<file path="src/rtl/fit_scheduler_if.sv">
// Signal bundle between the game controller, the fit scheduler and the shared fit checker.
// master is the scheduler side; slave is the controller/checker side.
interface fit_scheduler_if;
  logic       enable;
  logic [3:0] level;
  logic       req_left;
  logic       req_right;
  logic       req_down;
  logic       req_rotate;
  logic       spawn_done;
  logic       chk_done;
  logic       chk_fit;
  logic       chk_valid;
  logic [1:0] chk_dx;
  logic       chk_dy;
  logic       chk_rot;
  logic       move_commit;
  logic [1:0] move_dx;
  logic       move_dy;
  logic       move_rot;
  logic       lock_piece;
  logic       busy;
  logic       wd_err;

  modport master (
    input  enable, level, req_left, req_right, req_down, req_rotate, spawn_done,
    input  chk_done, chk_fit,
    output chk_valid, chk_dx, chk_dy, chk_rot,
    output move_commit, move_dx, move_dy, move_rot, lock_piece, busy, wd_err
  );

  modport slave (
    output enable, level, req_left, req_right, req_down, req_rotate, spawn_done,
    output chk_done, chk_fit,
    input  chk_valid, chk_dx, chk_dy, chk_rot,
    input  move_commit, move_dx, move_dy, move_rot, lock_piece, busy, wd_err
  );
endinterface

</file>
<file path="src/rtl/fit_scheduler.sv">
// Arbitrates gravity and key requests onto one shared fit checker and turns the answers
// into piece moves, locks, and a sticky checker-timeout flag.
module fit_scheduler #(
  parameter int unsigned TICK_DIV = 6250000,
  parameter int unsigned WD_MAX   = 15
) (
  input logic             clk,
  input logic             rst,
  fit_scheduler_if.master bus_io
);

  localparam int unsigned CntW  = $clog2(16 * TICK_DIV);
  localparam int unsigned WdW   = (WD_MAX > 1) ? $clog2(WD_MAX) : 1;
  localparam int unsigned BGrav = 0;
  localparam int unsigned BRot  = 1;
  localparam int unsigned BLeft = 2;
  localparam int unsigned BRght = 3;
  localparam int unsigned BDown = 4;

  typedef enum logic [2:0] {StIdle, StIssue, StWait, StResolve, StLockWait} state_e;

  state_e          state_q, state_d;
  logic [4:0]      pend_q, pend_d;
  logic [4:0]      grant_q, grant_d;
  logic [4:0]      pick, req_vec;
  logic            fit_q, fit_d;
  logic            wd_err_q, wd_err_d;
  logic [CntW-1:0] cnt_q, cnt_d, limit;
  logic [WdW-1:0]  wd_q, wd_d;
  logic            run_cnt, tick;
  logic [1:0]      off_dx;
  logic            off_dy, off_rot;

  // Recomputed every cycle so a level change takes effect at the next compare.
  assign limit   = CntW'((32'd16 - 32'(bus_io.level)) * TICK_DIV - 32'd1);
  assign run_cnt = bus_io.enable && (state_q != StLockWait);
  assign tick    = run_cnt && (cnt_q >= limit);
  assign req_vec = {bus_io.req_down, bus_io.req_right, bus_io.req_left, bus_io.req_rotate, tick};

  always_comb begin
    pick = '0;
    if (pend_q[BGrav])      pick[BGrav] = 1'b1;
    else if (pend_q[BRot])  pick[BRot]  = 1'b1;
    else if (pend_q[BLeft]) pick[BLeft] = 1'b1;
    else if (pend_q[BRght]) pick[BRght] = 1'b1;
    else if (pend_q[BDown]) pick[BDown] = 1'b1;
  end

  assign off_dx  = grant_q[BLeft] ? 2'b11 : (grant_q[BRght] ? 2'b01 : 2'b00);
  assign off_dy  = grant_q[BGrav] | grant_q[BDown];
  assign off_rot = grant_q[BRot];

  always_comb begin
    state_d  = state_q;
    pend_d   = pend_q;
    grant_d  = grant_q;
    fit_d    = fit_q;
    wd_d     = wd_q;
    wd_err_d = wd_err_q;
    cnt_d    = cnt_q;

    bus_io.chk_valid   = 1'b0;
    bus_io.chk_dx      = 2'b00;
    bus_io.chk_dy      = 1'b0;
    bus_io.chk_rot     = 1'b0;
    bus_io.move_commit = 1'b0;
    bus_io.move_dx     = 2'b00;
    bus_io.move_dy     = 1'b0;
    bus_io.move_rot    = 1'b0;
    bus_io.lock_piece  = 1'b0;
    bus_io.busy        = (state_q != StIdle);
    bus_io.wd_err      = wd_err_q;

    if (run_cnt) begin
      cnt_d  = tick ? '0 : cnt_q + CntW'(1);
      pend_d = pend_q | req_vec;
    end

    case (state_q)
      StIdle: begin
        if (bus_io.enable && (pend_q != '0)) begin
          grant_d = pick;
          pend_d  = pend_d & ~pick;
          state_d = StIssue;
        end
      end
      StIssue: begin
        bus_io.chk_valid = 1'b1;
        bus_io.chk_dx    = off_dx;
        bus_io.chk_dy    = off_dy;
        bus_io.chk_rot   = off_rot;
        wd_d             = '0;
        state_d          = StWait;
      end
      StWait: begin
        if (bus_io.chk_done) begin
          fit_d   = bus_io.chk_fit;
          state_d = StResolve;
        end else if (wd_q == WdW'(WD_MAX - 1)) begin
          fit_d    = 1'b0;
          wd_err_d = 1'b1;
          state_d  = StResolve;
        end else begin
          wd_d = wd_q + WdW'(1);
        end
      end
      StResolve: begin
        if (fit_q) begin
          bus_io.move_commit = 1'b1;
          bus_io.move_dx     = off_dx;
          bus_io.move_dy     = off_dy;
          bus_io.move_rot    = off_rot;
          state_d            = StIdle;
        end else if (grant_q[BGrav]) begin
          bus_io.lock_piece = 1'b1;
          pend_d            = '0;
          cnt_d             = '0;
          state_d           = StLockWait;
        end else begin
          state_d = StIdle;
        end
      end
      StLockWait: begin
        if (bus_io.spawn_done) state_d = StIdle;
      end
      default: state_d = StIdle;
    endcase
  end

  always_ff @(posedge clk or posedge rst) begin
    if (rst) begin
      state_q  <= StIdle;
      pend_q   <= '0;
      grant_q  <= '0;
      fit_q    <= 1'b0;
      wd_q     <= '0;
      wd_err_q <= 1'b0;
      cnt_q    <= '0;
    end else begin
      state_q  <= state_d;
      pend_q   <= pend_d;
      grant_q  <= grant_d;
      fit_q    <= fit_d;
      wd_q     <= wd_d;
      wd_err_q <= wd_err_d;
      cnt_q    <= cnt_d;
    end
  end

endmodule
</file>
<file path="src/flat_wrapper.sv">
// flat-port wrapper written by rule: the top's interface ports become plain ports
module fit_scheduler_flat 
#(
  parameter int unsigned TICK_DIV = 6250000,
  parameter int unsigned WD_MAX   = 15
)
  (clk, rst, bus_io_enable, bus_io_level, bus_io_req_left, bus_io_req_right, bus_io_req_down, bus_io_req_rotate, bus_io_spawn_done, bus_io_chk_done, bus_io_chk_fit, bus_io_chk_valid, bus_io_chk_dx, bus_io_chk_dy, bus_io_chk_rot, bus_io_move_commit, bus_io_move_dx, bus_io_move_dy, bus_io_move_rot, bus_io_lock_piece, bus_io_busy, bus_io_wd_err);
  fit_scheduler_if bus_io_i ();
  input logic clk;
  input logic rst;
  input wire logic [$bits(bus_io_i.enable)-1:0] bus_io_enable;
  input wire logic [$bits(bus_io_i.level)-1:0] bus_io_level;
  input wire logic [$bits(bus_io_i.req_left)-1:0] bus_io_req_left;
  input wire logic [$bits(bus_io_i.req_right)-1:0] bus_io_req_right;
  input wire logic [$bits(bus_io_i.req_down)-1:0] bus_io_req_down;
  input wire logic [$bits(bus_io_i.req_rotate)-1:0] bus_io_req_rotate;
  input wire logic [$bits(bus_io_i.spawn_done)-1:0] bus_io_spawn_done;
  input wire logic [$bits(bus_io_i.chk_done)-1:0] bus_io_chk_done;
  input wire logic [$bits(bus_io_i.chk_fit)-1:0] bus_io_chk_fit;
  output wire logic [$bits(bus_io_i.chk_valid)-1:0] bus_io_chk_valid;
  output wire logic [$bits(bus_io_i.chk_dx)-1:0] bus_io_chk_dx;
  output wire logic [$bits(bus_io_i.chk_dy)-1:0] bus_io_chk_dy;
  output wire logic [$bits(bus_io_i.chk_rot)-1:0] bus_io_chk_rot;
  output wire logic [$bits(bus_io_i.move_commit)-1:0] bus_io_move_commit;
  output wire logic [$bits(bus_io_i.move_dx)-1:0] bus_io_move_dx;
  output wire logic [$bits(bus_io_i.move_dy)-1:0] bus_io_move_dy;
  output wire logic [$bits(bus_io_i.move_rot)-1:0] bus_io_move_rot;
  output wire logic [$bits(bus_io_i.lock_piece)-1:0] bus_io_lock_piece;
  output wire logic [$bits(bus_io_i.busy)-1:0] bus_io_busy;
  output wire logic [$bits(bus_io_i.wd_err)-1:0] bus_io_wd_err;
  assign bus_io_i.enable = bus_io_enable;
  assign bus_io_i.level = bus_io_level;
  assign bus_io_i.req_left = bus_io_req_left;
  assign bus_io_i.req_right = bus_io_req_right;
  assign bus_io_i.req_down = bus_io_req_down;
  assign bus_io_i.req_rotate = bus_io_req_rotate;
  assign bus_io_i.spawn_done = bus_io_spawn_done;
  assign bus_io_i.chk_done = bus_io_chk_done;
  assign bus_io_i.chk_fit = bus_io_chk_fit;
  assign bus_io_chk_valid = bus_io_i.chk_valid;
  assign bus_io_chk_dx = bus_io_i.chk_dx;
  assign bus_io_chk_dy = bus_io_i.chk_dy;
  assign bus_io_chk_rot = bus_io_i.chk_rot;
  assign bus_io_move_commit = bus_io_i.move_commit;
  assign bus_io_move_dx = bus_io_i.move_dx;
  assign bus_io_move_dy = bus_io_i.move_dy;
  assign bus_io_move_rot = bus_io_i.move_rot;
  assign bus_io_lock_piece = bus_io_i.lock_piece;
  assign bus_io_busy = bus_io_i.busy;
  assign bus_io_wd_err = bus_io_i.wd_err;
  fit_scheduler #(.TICK_DIV(TICK_DIV), .WD_MAX(WD_MAX)) u_core (.clk(clk), .rst(rst), .bus_io(bus_io_i));
endmodule
</file>
<file path="config.mk">
export PLATFORM = sky130hd
export DESIGN_NAME = fit_scheduler_flat
export DESIGN_NICKNAME = d
export VERILOG_FILES = /design/src/rtl/fit_scheduler_if.sv /design/src/rtl/fit_scheduler.sv /design/src/flat_wrapper.sv
export SDC_FILE = /design/constraint.sdc
export NUM_CORES = 1
export LEC_CHECK = 0
export CAP_MARGIN = 20
export CORE_ASPECT_RATIO = 1.1
export CORE_MARGIN = 5
export CORE_UTILIZATION = 62
export CTS_CLUSTER_SIZE = 8
export DETAILED_ROUTE_END_ITERATION = 10
export GPL_TIMING_DRIVEN = 1
export PLACE_DENSITY = 0.83
export SLEW_MARGIN = 20
export SYNTH_ARGS = -nofsm -noshare
export SYNTH_HDL_FRONTEND = slang
export SYNTH_SLANG_ARGS = --single-unit
</file>
<file path="constraint.sdc">
create_clock -name clk -period 2.79 [get_ports clk]
set_input_delay 0.837 -clock clk [delete_from_list [all_inputs] [get_ports clk]]
set_output_delay 0.837 -clock clk [all_outputs]
set_load 0.03 [all_outputs]
</file>
==> Yosys cells after proc, flatten, opt, wreduce, memory -nomap -nowiden <==
Cells that the tools add are included.
{ "word_totals": {"word_cells": 90, "out_inout_bits": 13, "inputBits": 14, "reg_bits": 46} }
{ "op_classes": {"mux": 48, "bitwise": 5, "n_reduce_logical": 13, "eq_ne": 11, "addsub": 4, "mul": 1, "magnitude_cmp": 1} }
{ "op_table": {"columns": ["cell", "count"], "rows": [
  ["$mux 27", 5],
  ["$mul 32x19->23 const B", 1],
  ["$add 27x1->27 const B", 1],
  ["$ge 27x27->1", 1],
  ["$sub 27x1->27 const B", 1],
  ["$mux 1", 21],
  ["$mux 3", 7],
  ["$mux 5", 4],
  ["$pmux 3 s5", 1],
  ["$mux 4", 3],
  ["$mux 2", 5],
  ["$pmux 5 s2", 1],
  ["$reduce_and 3->1", 3],
  ["$pmux 4 s2", 1],
  ["$eq 3x2->1 const B", 2],
  ["$ne 2x2->1 const B", 3],
  ["$sub 5x4->6 const A", 1],
  ["$and 5x5->5", 1],
  ["$not 5->5", 1],
  ["$or 5x5->5", 1],
  ["$reduce_bool 5->1", 1],
  ["$add 4x1->4 const B", 1],
  ["$eq 4x4->1 const B", 1],
  ["$reduce_and 2->1", 2],
  ["other kinds (11)", 14]
]} }

==> Logic depth before layout (Yosys ltp) <==
{ "depth": {"ltp_word": 10, "depth_mapped": 32, "depth_no_buf": 28} }

==> Least setup slack after synthesis <==
No wires, ideal clock.
{ "synth_timing": {"path_kind": "input -> register", "start": "input port bus_io_level[0]", "end": "register u_core.cnt_q[10]", "t_required_ns": 2.658, "setup_ns": 0.132, "t_arrival_ns": 7.492, "slack_ns": -4.834, "n_path_buf": 3, "stages": 28, "cell_sequence": "buf_6 -> inv_1 -> ha_1 -> nor2b_1 -> nor2b_1 -> clkbuf_1 -> inv_1 -> ha_1 -> ha_1 -> ha_1 -> ha_1 -> fa_1 -> fa_1 -> ha_1 -> nor2b_1 -> o2111ai_1 -> a31oi_1 -> or4_1 -> nand4_1 -> and4bb_1 -> xnor2_1 -> ha_1 -> nand4_1 -> nor4_1 -> a2bb2oi_1 -> a31oi_1 -> clkbuf_1 -> nor2_1"} }
{ "synth_via": {"elab_chain_len": 10} }
{ "synth_lines": {"columns": ["item", "line_no", "source"], "rows": [
  ["from (decl)", "flat_wrapper.sv:12", "input wire logic [$bits(bus_io_i.level)-1:0] bus_io_level;"],
  ["$sub 5x4->6 *", "fit_scheduler.sv:35", "assign limit = CntW'((32'd16 - 32'(bus_io.level)) * TICK_DIV - 32'd1);"],
  ["$mul 32x19->23 *", "fit_scheduler.sv:35", null],
  ["$sub 27x1->27 *", "fit_scheduler.sv:35", null],
  ["$ge 27x27->1 *", "fit_scheduler.sv:37", "assign tick = run_cnt && (cnt_q >= limit);"],
  ["$logic_and 1x1->1 *", "fit_scheduler.sv:37", null],
  ["$mux 27 *", "fit_scheduler.sv:75", "cnt_d = tick ? '0 : cnt_q + CntW'(1);"],
  ["$mux 27 *", "fit_scheduler.sv:74", "if (run_cnt) begin"],
  ["$mux 27", "fit_scheduler.sv:114", "end else if (grant_q[BGrav]) begin"],
  ["$mux 27", "fit_scheduler.sv:108", "if (fit_q) begin"],
  ["$mux 27 *", "fit_scheduler.sv:79", "case (state_q)"],
  ["via u_core.cnt_d[10]", "fit_scheduler.sv:28", "logic [CntW-1:0] cnt_q, cnt_d, limit;"],
  ["to (signal assigned)", "fit_scheduler.sv:146", "cnt_q <= cnt_d;"],
  ["to (decl)", "fit_scheduler.sv:28", null]
]} }
Mark *: on every way through the listed nets, which the timed path passes. The rest lies on a longest branch.
A chain may end at the register's enable or synchronous reset.

==> Final worst setup path <==
{ "layout_timing": {"start": "input port bus_io_level[0]", "end": "register u_core.cnt_q[25]"} }
Same word-level chain as after synthesis.

==> metrics.txt <==
status=finished, violations left; violated checks=setup timing; type of the worst min-delay path=reg -> reg; most prevalent standard cell on the critical path=ha_4; routed via count divided by cell count=6.51; critical-path cell with the highest stage delay=fa_1; async set-or-reset flop fraction in the synthesized netlist=1.00; Detailed Place HPWL=11,300 um; sequential area share after synthesis=0.220; vertical extent of the die=106 um; unique cell type count in the Yosys netlist=59; remaining global-route overflow=0; worst voltage drop across the vdd grid=1170 uV; router iterations before antenna repair=9; number of I/O pins=27; top cells by area in the synthesized netlist=ha_1 (26%), dfrtp_1 (22%), fa_1 (6.5%), xor2_1 (5.3%), xnor2_1 (4.7%); leakage dissipation=0.00357 uW; achievable frequency=140 MHz; cell area after synthesis=5240 um^2; crit path max fanout=8; clock buffer depth=2; number of global-route vias before repair=5,777; antenna diode instance count=0; post-route fraction of the period consumed by the critical path=2.56; hold wc startpoint=u_core.pend_q[3]; min Tclk post-route=7.15 ns; global placement routability congestion=0.972; quantity of I/O buffers inserted on ports=26; initial standard-cell utilization of the core=0.630; placed insts=795; dominant cell type by area after synthesis=ha_1; critical path class=in -> reg; deepest level of the CTS H-tree=2; number of max-slew violations in the final report=0; PD cells=978 nW/um^2; GRT Resource Usage Total=0.330; crit path DAT=7.34 ns; post-layout instance area=7190 um^2; Hold Path Sink=u_core.pend_q[3]; number of nets in the layout=848; fin cells=822; final wirelength=19,500 um; Core Footprint=8320 um^2; CTS Hold Buffers Added=0; post-layout power=7030 uW; flip-flop and latch count after synthesis=46; Iteration-0 DRC Markers=448; Avg Cell Area, Syn=9.13 um^2; depth of the worst register-to-register path=8; Routed WL per cell=23.7 um; combined buffer and inverter count along the critical path=8; launching point of the worst reg2reg path=u_core.cnt_q[10]; worst slew pin tran=0.747 ns; most used standard cells in the synthesized netlist=ha_1 (107), inv_1 (62), nor2_1 (55), dfrtp_1 (46), xor2_1 (32); cell family with most CP delay=adder cells; worst clock skew=0.00784 ns; total number of yosys warnings=0; most common cell in the netlist=ha_1; Slowest Stage Delay on Critical Path=0.57 ns; Total Die Area=10,400 um^2; remaining design rule violation count=0; clk sinks=46; Chip Width=97.6 um; post-synth top area share=0.256; CTS clk-pin slew, worst paths=0.10 ns; count of antenna-violating nets left after detailed routing=0; initial antenna violation count=0; synthesized netlist net count=712; pin count of the biggest net entering global routing=43; max-cap violation count=0; critical path endpoint category=flip-flop; total CTS buffers=5; worst max-slew margin expressed relative to the limit=0.498; PnR worst setup slack=-4.36 ns; count of standard-cell rows=35; RSZ-0062 raised after global routing=true; worst hold path cell count=1; critical path required time=2.98 ns; Gate Count Post-Synth=574; ys flop type=dfrtp_1; cell at the root of the clock tree=clkbuf_8; endpoint of the worst-slack reg-to-reg timing path=u_core.cnt_q[25]; register-to-register setup slack=0.20 ns; Final setup violation count=28; Post-Place Cell Area=6530 um^2; layout-stage area growth over the synthesis result=37.2%; number of gates on the worst path with buffers counted=33; first-pass GRT wire length=27,600 um; Via Count=5,355; crit start category=input pin; Hold Violations, Final=0; number of enable flip-flop cells after synthesis=0; layout cells sized above 1=0.312; TritonCTS clock tree=done; clk_lat worst skew=0.31 ns
==> logic make-up (layout without fill, tap and decap cells) <==
family,after synthesis,count (layout),share of synthesized area
AOI/OAI and AO/OA,96,96,0.129
xor gates and xnor gates,61,61,0.103
adders and majority gates,124,124,0.321
buffers and inverters,75,212,0.0552
DFF,46,46,0.220
muxes,2,2,0.00406
and+or+nand+nor,170,170,0.168
==> sequential cells by signal (all words and copies together) (netlist names) <==
name	flops
u_core.bus_io.wd_err	1
u_core.wd_q	4
u_core.cnt_q	27
u_core.fit_q	1
u_core.state_q	3
u_core.pend_q	5
u_core.grant_q	5
==> where the power goes <==
part,leakage (uW),internal (uW),switching [uW]
Combinational,0.00292,2690,2990
Clock,0.0000441,177,250
Sequential,0.000604,782,141
Total,0.00357,3640,3380
==> final cells by class <==
type	count	area, um^2
Tap cell	111	139
Timing Repair Buffer	142	1160
Sequential cell	46	1150
Multi-Input combinational cell	453	4400
Fill cell	392	1130
Clock inverter	3	21.3
Inverter	62	243
Clock buffer	5	68.8
==> per-stage QoR <==
| stage | TNS [ns] | setup WS (ns) | hold slack [ns] | util |
|---|---|---|---|---|
| floorplan | -108.15 | -3.91 | 0.451 | - |
| global placement | -125.03 | -4.49 | 0.451 | 0.785 |
| detailed placement | -131.80 | -4.76 | 0.471 | 0.785 |
| CTS | -108.91 | -3.92 | 0.520 | 0.846 |
| global route | -127.17 | -4.58 | 0.554 | 0.864 |
| finish | -120.95 | -4.36 | 0.527 | 0.864 |
==> metal layers <==
layer / global-route usage / part of all wire / vias up
met2: 0.621 / 0.50 / 378
met4: 0.295 / 0.11 / 0
met3: 0.0446 / 0.069 / 178
met1: 0.304 / 0.33 / 2519
li1: - / - / 2280
met5: 0 / 0 / -
==> worst register-to-register path, stage by stage (launching register included) <==
cell,delay [ns]
dfrtp_1,0.45
ha_1,0.35
and4_1,0.39
nand2_1,0.10
o211ai_1,0.54
a2bb2oi_4,0.14
a31oi_4,0.21
buf_6,0.19
nor2_1,0.08
==> worst max path at each step <==
stage / start / end / slack [ns]
after CTS: bus_io_level[0] / u_core.cnt_q[6] / -3.92
final: bus_io_level[0] / u_core.cnt_q[25] / -4.36
after detailed placement: bus_io_level[0] / u_core.cnt_q[2] / -4.76
after global placement: bus_io_level[1] / u_core.cnt_q[23] / -4.49
after floorplan: bus_io_level[0] / u_core.cnt_q[10] / -3.91
after global routing: bus_io_level[0] / u_core.cnt_q[25] / -4.58
==> cell usage in the layout, fill, tap and decap left out, drive strengths merged, types with 16 or more instances in the layout <==
cell type  count
xnor2         29
dfrtp         46
o21ai         16
nand2         27
buf          119
a21oi         24
fa            17
ha           107
nor2          56
nand3         18
xor2          32
inv           61
==> what timing repair did <==
item,in CTS,in global routing
pin swaps,46,29
setup buffers,13,8
endpoints found under the setup margin,36,33
resized for setup,76,31
cloned,1,0
Power figures use the tool's default switching activity.
